[src/rtl/traffic_light_ctrl_if.sv]
// Signal bundle between the intersection controller and its environment
// (walk-request register, vehicle detector, lamp drivers).
interface traffic_light_ctrl_if;
  logic       walk_req_1;
  logic       walk_req_2;
  logic       side_car;
  logic [2:0] main_lamp;
  logic [2:0] side_lamp;
  logic       walk_1;
  logic       walk_2;
  logic       wr_reset;

  modport master (
    input  walk_req_1, walk_req_2, side_car,
    output main_lamp, side_lamp, walk_1, walk_2, wr_reset
  );

  modport slave (
    output walk_req_1, walk_req_2, side_car,
    input  main_lamp, side_lamp, walk_1, walk_2, wr_reset
  );
endinterface

[src/rtl/traffic_light_ctrl.sv]
// Intersection phase controller: Moore FSM sharing one down-counter phase timer.
// Lamps are {red,yellow,green}; all outputs decode from registered state.
module traffic_light_ctrl #(
  parameter int TW   = 8,
  parameter int T_MG = 8,
  parameter int T_SG = 6,
  parameter int T_Y  = 3,
  parameter int T_AR = 2,
  parameter int T_W  = 5
) (
  input  logic                 clk,
  input  logic                 g_reset,
  traffic_light_ctrl_if.master bus
);

  typedef enum logic [2:0] {
    MG = 3'd0, MY = 3'd1, AR1 = 3'd2, SG = 3'd3, SY = 3'd4, AR2 = 3'd5, WALK = 3'd6
  } state_t;

  localparam logic [2:0] L_R = 3'b100;
  localparam logic [2:0] L_Y = 3'b010;
  localparam logic [2:0] L_G = 3'b001;

  localparam logic [TW-1:0] LD_MG = TW'(T_MG - 1);
  localparam logic [TW-1:0] LD_SG = TW'(T_SG - 1);
  localparam logic [TW-1:0] LD_Y  = TW'(T_Y - 1);
  localparam logic [TW-1:0] LD_AR = TW'(T_AR - 1);
  localparam logic [TW-1:0] LD_W  = TW'(T_W - 1);

  state_t        state, nxt;
  logic [TW-1:0] timer, ld;
  logic          served_1, served_2;
  logic          expired, any_walk;

  assign expired  = (timer == '0);
  assign any_walk = bus.walk_req_1 | bus.walk_req_2;

  // Next state; an expired MG with no demand holds without reloading the timer.
  always_comb begin
    nxt = state;
    case (state)
      MG:      if (expired && (bus.side_car || any_walk)) nxt = MY;
      MY:      if (expired) nxt = AR1;
      AR1:     if (expired) nxt = bus.side_car ? SG : (any_walk ? WALK : MG);
      SG:      if (expired) nxt = SY;
      SY:      if (expired) nxt = AR2;
      AR2:     if (expired) nxt = any_walk ? WALK : MG;
      WALK:    if (expired) nxt = MG;
      default: nxt = MG;
    endcase
  end

  always_comb begin
    ld = LD_MG;
    case (nxt)
      MY, SY:   ld = LD_Y;
      AR1, AR2: ld = LD_AR;
      SG:       ld = LD_SG;
      WALK:     ld = LD_W;
      default:  ld = LD_MG;
    endcase
  end

  always_ff @(posedge clk or negedge g_reset) begin
    if (!g_reset) begin
      state    <= MG;
      timer    <= LD_MG;
      served_1 <= 1'b0;
      served_2 <= 1'b0;
    end else begin
      state <= nxt;
      if (nxt != state)   timer <= ld;
      else if (!expired)  timer <= timer - TW'(1);
      // Snapshot which crossings are served so late presses wait for the next round.
      if (nxt == WALK && state != WALK) begin
        served_1 <= bus.walk_req_1;
        served_2 <= bus.walk_req_2;
      end
    end
  end

  always_comb begin
    bus.main_lamp = L_R;
    bus.side_lamp = L_R;
    case (state)
      MG:      bus.main_lamp = L_G;
      MY:      bus.main_lamp = L_Y;
      SG:      bus.side_lamp = L_G;
      SY:      bus.side_lamp = L_Y;
      default: ;
    endcase
  end

  assign bus.walk_1   = (state == WALK) & served_1;
  assign bus.walk_2   = (state == WALK) & served_2;
  // The timer sits at its load value only in the first cycle of WALK.
  assign bus.wr_reset = (state == WALK) && (timer == LD_W);

endmodule

[src/flat_wrapper.sv]
// flat-port wrapper written by rule: the top's interface ports become plain ports
module traffic_light_ctrl_flat 
#(
  parameter int TW   = 8,
  parameter int T_MG = 8,
  parameter int T_SG = 6,
  parameter int T_Y  = 3,
  parameter int T_AR = 2,
  parameter int T_W  = 5
)
  (clk, g_reset, bus_walk_req_1, bus_walk_req_2, bus_side_car, bus_main_lamp, bus_side_lamp, bus_walk_1, bus_walk_2, bus_wr_reset);
  traffic_light_ctrl_if bus_i ();
  input  logic clk;
  input  logic g_reset;
  input wire logic [$bits(bus_i.walk_req_1)-1:0] bus_walk_req_1;
  input wire logic [$bits(bus_i.walk_req_2)-1:0] bus_walk_req_2;
  input wire logic [$bits(bus_i.side_car)-1:0] bus_side_car;
  output wire logic [$bits(bus_i.main_lamp)-1:0] bus_main_lamp;
  output wire logic [$bits(bus_i.side_lamp)-1:0] bus_side_lamp;
  output wire logic [$bits(bus_i.walk_1)-1:0] bus_walk_1;
  output wire logic [$bits(bus_i.walk_2)-1:0] bus_walk_2;
  output wire logic [$bits(bus_i.wr_reset)-1:0] bus_wr_reset;
  assign bus_i.walk_req_1 = bus_walk_req_1;
  assign bus_i.walk_req_2 = bus_walk_req_2;
  assign bus_i.side_car = bus_side_car;
  assign bus_main_lamp = bus_i.main_lamp;
  assign bus_side_lamp = bus_i.side_lamp;
  assign bus_walk_1 = bus_i.walk_1;
  assign bus_walk_2 = bus_i.walk_2;
  assign bus_wr_reset = bus_i.wr_reset;
  traffic_light_ctrl #(.TW(TW), .T_MG(T_MG), .T_SG(T_SG), .T_Y(T_Y), .T_AR(T_AR), .T_W(T_W)) u_core (.clk(clk), .g_reset(g_reset), .bus(bus_i));
endmodule
[config.mk]
export PLATFORM = sky130hd
export DESIGN_NAME = traffic_light_ctrl_flat
export DESIGN_NICKNAME = d
export VERILOG_FILES = /design/src/rtl/traffic_light_ctrl_if.sv /design/src/rtl/traffic_light_ctrl.sv /design/src/flat_wrapper.sv
export SDC_FILE = /design/constraint.sdc
export NUM_CORES = 1
export LEC_CHECK = 0
export CAP_MARGIN = 5
export CORE_MARGIN = 1
export CORE_UTILIZATION = 35
export CTS_BUF_LIST = sky130_fd_sc_hd__clkbuf_8
export CTS_CLUSTER_SIZE = 20
export DETAILED_ROUTE_END_ITERATION = 10
export RECOVER_POWER = 50
export SETUP_SLACK_MARGIN = 0.1
export SLEW_MARGIN = 30
export SYNTH_ARGS = -nofsm -noshare
export SYNTH_HDL_FRONTEND = slang
export SYNTH_SLANG_ARGS = --single-unit
[constraint.sdc]
create_clock -name clk -period 5.66 [get_ports clk]
set_input_delay 0.566 -clock clk [delete_from_list [all_inputs] [get_ports clk]]
set_output_delay 0.566 -clock clk [all_outputs]
set_load 0.01 [all_outputs]
==> metrics.txt <==
# TYPE chip_impl_metric gauge
chip_impl_metric{name="wl_per_cell",unit="um"} 12.96
chip_impl_info{name="critical_path.startpoint",value="u_core.timer[4]"} 1
chip_impl_metric{name="netlist.area_leader.share",unit="%"} 27.17
chip_impl_metric{name="crit_arrival",unit="ns"} 2.19
chip_impl_metric{name="synth_sequential_area_ratio",unit="%"} 35.73
chip_impl_metric{name="depth_of_the_cts_h_tree",unit=""} 1
chip_impl_metric{name="final_critical_path_setup_slack",unit="ns"} 2.907
chip_impl_metric{name="num_io_pins",unit=""} 14
chip_impl_metric{name="syn-num-nets",unit=""} 113
chip_impl_metric{name="share_clk_of_total_power",unit="%"} 44.4
chip_impl_metric{name="actual_slew_at_the_worst_max_slew_pin",unit="ns"} 0.5847
chip_impl_metric{name="post_synth_inst_count",unit=""} 106
chip_impl_metric{name="port_buffers",unit=""} 13
chip_impl_metric{name="grt_first_pass_wirelength",unit="um"} 3125
chip_impl_info{name="critical_path.reg2reg.startpoint",value="u_core.timer[0]"} 1
chip_impl_info{name="root_buffer",value="clkbuf_8"} 1
chip_impl_metric{name="reg2reg_depth",unit=""} 7
chip_impl_metric{name="final_min_period_over_clock_period",unit="%"} 48.64
chip_impl_metric{name="grt_antenna_before_repair",unit=""} 0
chip_impl_metric{name="peakVddDrop",unit="V"} 0.0001190
chip_impl_metric{name="dp.final_hpwl",unit="um"} 1455
chip_impl_metric{name="share_of_post_route_cells_with_drive_strength_above_1",unit="%"} 11.11
chip_impl_metric{name="cts.sinks",unit=""} 13
chip_impl_metric{name="p_leak",unit="nW"} 0.3789
chip_impl_info{name="worstSetupEndpointType",value="output port"} 1
chip_impl_metric{name="max-clock-path-buffers",unit=""} 2
chip_impl_metric{name="p_sw",unit="W"} 0.00004031
chip_impl_metric{name="detail_route.drc_violations",unit=""} 0
chip_impl_metric{name="route.final.wire_length",unit="um"} 1905
chip_impl_metric{name="synthDistinctLibCells",unit=""} 47
chip_impl_metric{name="period_needed",unit="ns"} 2.753
chip_impl_metric{name="intPower",unit="W"} 0.0001465
chip_impl_metric{name="timing_max_transition_violations_final",unit=""} 0
chip_impl_info{name="min-delay-start",value="u_core.served_1"} 1
chip_impl_metric{name="async_flop_share",unit="%"} 100.0
chip_impl_metric{name="initial_utilization",unit="%"} 37.17
chip_impl_metric{name="antenna_left",unit=""} 0
chip_impl_metric{name="finalSetupTns",unit="ns"} 0
chip_impl_info{name="most_area_consuming_cells_after_synthesis",value="dfrtp_1 (27%), dfstp_2 (8.6%), nor2_1 (6.5%), nand2_1 (3.7%), a2111oi_4 (3.0%)"} 1
chip_impl_metric{name="max_freq",unit="MHz"} 363.3
chip_impl_metric{name="power_frac_comb",unit="%"} 5.1
chip_impl_metric{name="die_h",unit="um"} 53.30
chip_impl_metric{name="core_box_area",unit="mm^2"} 0.002477
chip_impl_metric{name="whs_path_depth",unit=""} 2
chip_impl_info{name="critical_path.cell_chain",value="or3_1 > nor3_1 > and4_1 > clkdlybuf4s50_1"} 1
chip_impl_metric{name="detailed_routing_iteration_count_for_the_pre_antenna_repair_pass",unit=""} 4
chip_impl_metric{name="maxCapViolations",unit=""} 0
chip_impl_metric{name="proportion_of_power_drawn_by_flip_flops_and_latches",unit="%"} 50.4
chip_impl_metric{name="syn2layout_area_growth",unit="%"} 19.16
chip_impl_metric{name="detailroute.via_count",unit=""} 784
chip_impl_metric{name="synth_warnings",unit=""} 0
chip_impl_info{name="outcome",value="finished clean"} 1
chip_impl_metric{name="hold_violations",unit=""} 0
chip_impl_metric{name="power_density",unit="mW/mm^2"} 170.2
chip_impl_metric{name="crit_path_max_fanout",unit=""} 10
chip_impl_info{name="worst-setup-path-type",value="reg -> out"} 1
chip_impl_metric{name="gr-total-overflow",unit=""} 0
chip_impl_metric{name="die_w",unit="um"} 53.30
chip_impl_metric{name="crit_path_max_incr_delay",unit="ns"} 0.53
chip_impl_metric{name="syn_area",unit="um^2"} 920.9
chip_impl_metric{name="synth_edf_count",unit=""} 0
chip_impl_metric{name="rows",unit=""} 18
chip_impl_metric{name="grt_use_total",unit="%"} 15.38
chip_impl_metric{name="antenna-diode-count",unit=""} 0
chip_impl_metric{name="post_synthesis_mean_instance_area",unit="um^2"} 8.688
chip_impl_metric{name="cts_inserted_buffers",unit=""} 3
chip_impl_metric{name="r2r_slack",unit="ns"} 3.16
chip_impl_metric{name="clkTransAtPathRegs",unit="ns"} 0.06
chip_impl_metric{name="cts-hold-fix-buffers",unit=""} 0
chip_impl_metric{name="worst_ep_required_time",unit="ns"} 5.09
chip_impl_metric{name="timing.critical_path.depth",unit=""} 4
chip_impl_metric{name="grt_max_degree",unit=""} 18
chip_impl_info{name="min_delay_worst_endpoint",value="u_core.served_1"} 1
chip_impl_metric{name="net_count_final",unit=""} 125
chip_impl_info{name="regToRegEndpoint",value="u_core.timer[1]"} 1
chip_impl_metric{name="cp.buffers_inverters",unit=""} 1
chip_impl_metric{name="drt_first_iter_violations",unit=""} 22
chip_impl_metric{name="placement.setup.worst_slack",unit="ns"} 3.096
chip_impl_info{name="ys_top_cells_by_count",value="nor2_1 (16), dfrtp_1 (10), nand2_1 (9), inv_1 (4), o21ai_0 (4)"} 1
chip_impl_info{name="rsz0062_at_grt",value="false"} 1
chip_impl_info{name="tritoncts",value="built"} 1
chip_impl_info{name="critical-path-slowest-cell",value="or3_1"} 1
chip_impl_metric{name="flop_and_latch_count_out_of_synthesis",unit=""} 13
chip_impl_info{name="synth_largest_area_cell",value="dfrtp_1"} 1
chip_impl_metric{name="finalSetupViolations",unit=""} 0
chip_impl_metric{name="number_of_buffers_added_for_setup_after_cts",unit=""} 0
chip_impl_info{name="critical_path.top_delay_family",value="simple AND/OR/NAND/NOR gates"} 1
chip_impl_metric{name="dieArea",unit="mm^2"} 0.002840
chip_impl_info{name="synthMostInstantiatedCell",value="nor2_1"} 1
chip_impl_metric{name="gpl.final_weighted_congestion",unit=""} 0.7652
chip_impl_metric{name="switching_share",unit="%"} 21.58
chip_impl_info{name="cp-start-kind",value="register"} 1
chip_impl_metric{name="slew_headroom",unit="%"} 60.89
chip_impl_metric{name="resized_after_cts",unit=""} 0
chip_impl_metric{name="timing.clock.skew",unit="ns"} 0.003583
chip_impl_metric{name="first_global_vias",unit=""} 689
chip_impl_info{name="ys.flop_type",value="dfrtp_1"} 1
chip_impl_metric{name="route.detailed.vias_per_inst",unit=""} 5.333
chip_impl_info{name="hold_class",value="reg -> reg"} 1
chip_impl_metric{name="clock_insertion_delay_worst_skew",unit="ns"} 0.24
[cells in the final DEF (no fill, tap or decap), drive strengths merged, types with 2 or more instances in the layout]
| cell type | synthesis | routed |
|---|---|---|
| xnor2 | 3 | 3 |
| ha | 2 | 2 |
| nand2b | 3 | 3 |
| or3 | 2 | 2 |
| or2 | 2 | 2 |
| inv | 4 | 5 |
| dlygate4sd3 | 0 | 2 |
| dfrtp | 10 | 10 |
| clkbuf | 2 | 3 |
| a31o | 2 | 2 |
| nor3 | 3 | 3 |
| nand2 | 9 | 9 |
| a211oi | 3 | 3 |
| nand3 | 2 | 2 |
| nor2 | 16 | 16 |
| o21ai | 4 | 4 |
| nor2b | 2 | 2 |
| and3 | 2 | 2 |
| xor2 | 2 | 2 |
| or4b | 2 | 2 |
| dfstp | 3 | 3 |
| clkdlybuf4s50 | 0 | 11 |
| a21oi | 2 | 2 |
[sequential cells by signal (all words and copies together) (netlist names)]
name and cells:
u_core.state 3, u_core.timer 8, u_core.served_1 1, u_core.served_2 1
[power groups by stage]
stage / registers (W) / logic [W] / clock network (W)
floorplan: 0.0000956 / 0.00000269 / 0
global placement: 0.0000958 / 0.0000100 / 0
detailed placement: 0.0000958 / 0.0000101 / 0
CTS: 0.0000942 / 0.0000101 / 0.0000852
global route: 0.0000943 / 0.0000108 / 0.0000887
finish: 0.0000942 / 0.00000960 / 0.0000830
[per-layer routing]
layer  track usage [%]  part of all wire, %
met1             22.24                   53
met2             21.46                   44
met3             2.586                  2.7
met4             7.456                 0.84
met5                 0                    0
[how the worst max path moves through the flow]
stage / slack [ns] / to
global placement: 3.09 / u_core.timer[2]
global route: 2.76 / bus_wr_reset
floorplan: 3.46 / u_core.timer[2]
detailed placement: 3.10 / u_core.timer[2]
CTS: 2.89 / bus_wr_reset
finish: 2.91 / bus_wr_reset
[cell type report]
cell class | count | area (um^2)
Sequential cell | 13 | 329.1
Tap cell | 30 | 37.54
Clock buffer | 3 | 41.29
Timing Repair Buffer | 13 | 130.1
Inverter | 4 | 15.01
Multi-Input combinational cell | 83 | 540.5
Clock inverter | 1 | 3.754
Fill cell | 269 | 1380
[through the flow]
stage / hold WS [ns] / utilization, % / instance area (um^2) / power (W) / std cells
floorplan: 0.2704 / - / 920.9 / 0.00009833 / 106
global placement: 0.4622 / 42.88 / 1062 / 0.0001058 / 143
detailed placement: 0.4680 / 42.88 / 1062 / 0.0001059 / 143
CTS: 0.4814 / 44.70 / 1107 / 0.0001895 / 147
global route: 0.5253 / 44.29 / 1097 / 0.0001938 / 147
finish: 0.4780 / 44.29 / 1097 / 0.0001868 / 147
[worst min-delay path, cell delays in order (launching register included)]
cell and delay [ns]:
dfrtp_1 0.34, nand2_1 0.05, nand2_1 0.05
[cell families after synthesis]
group,synth area share [%]
AO/OA/AOI/OAI,23.51
XOR/XNOR,4.756
adder cells (fa/ha/maj),2.717
buffers and inverters,4.483
flip-flops,35.73
AND/OR/NAND/NOR,28.80
No activity file was read; power rests on OpenSTA's default activity.
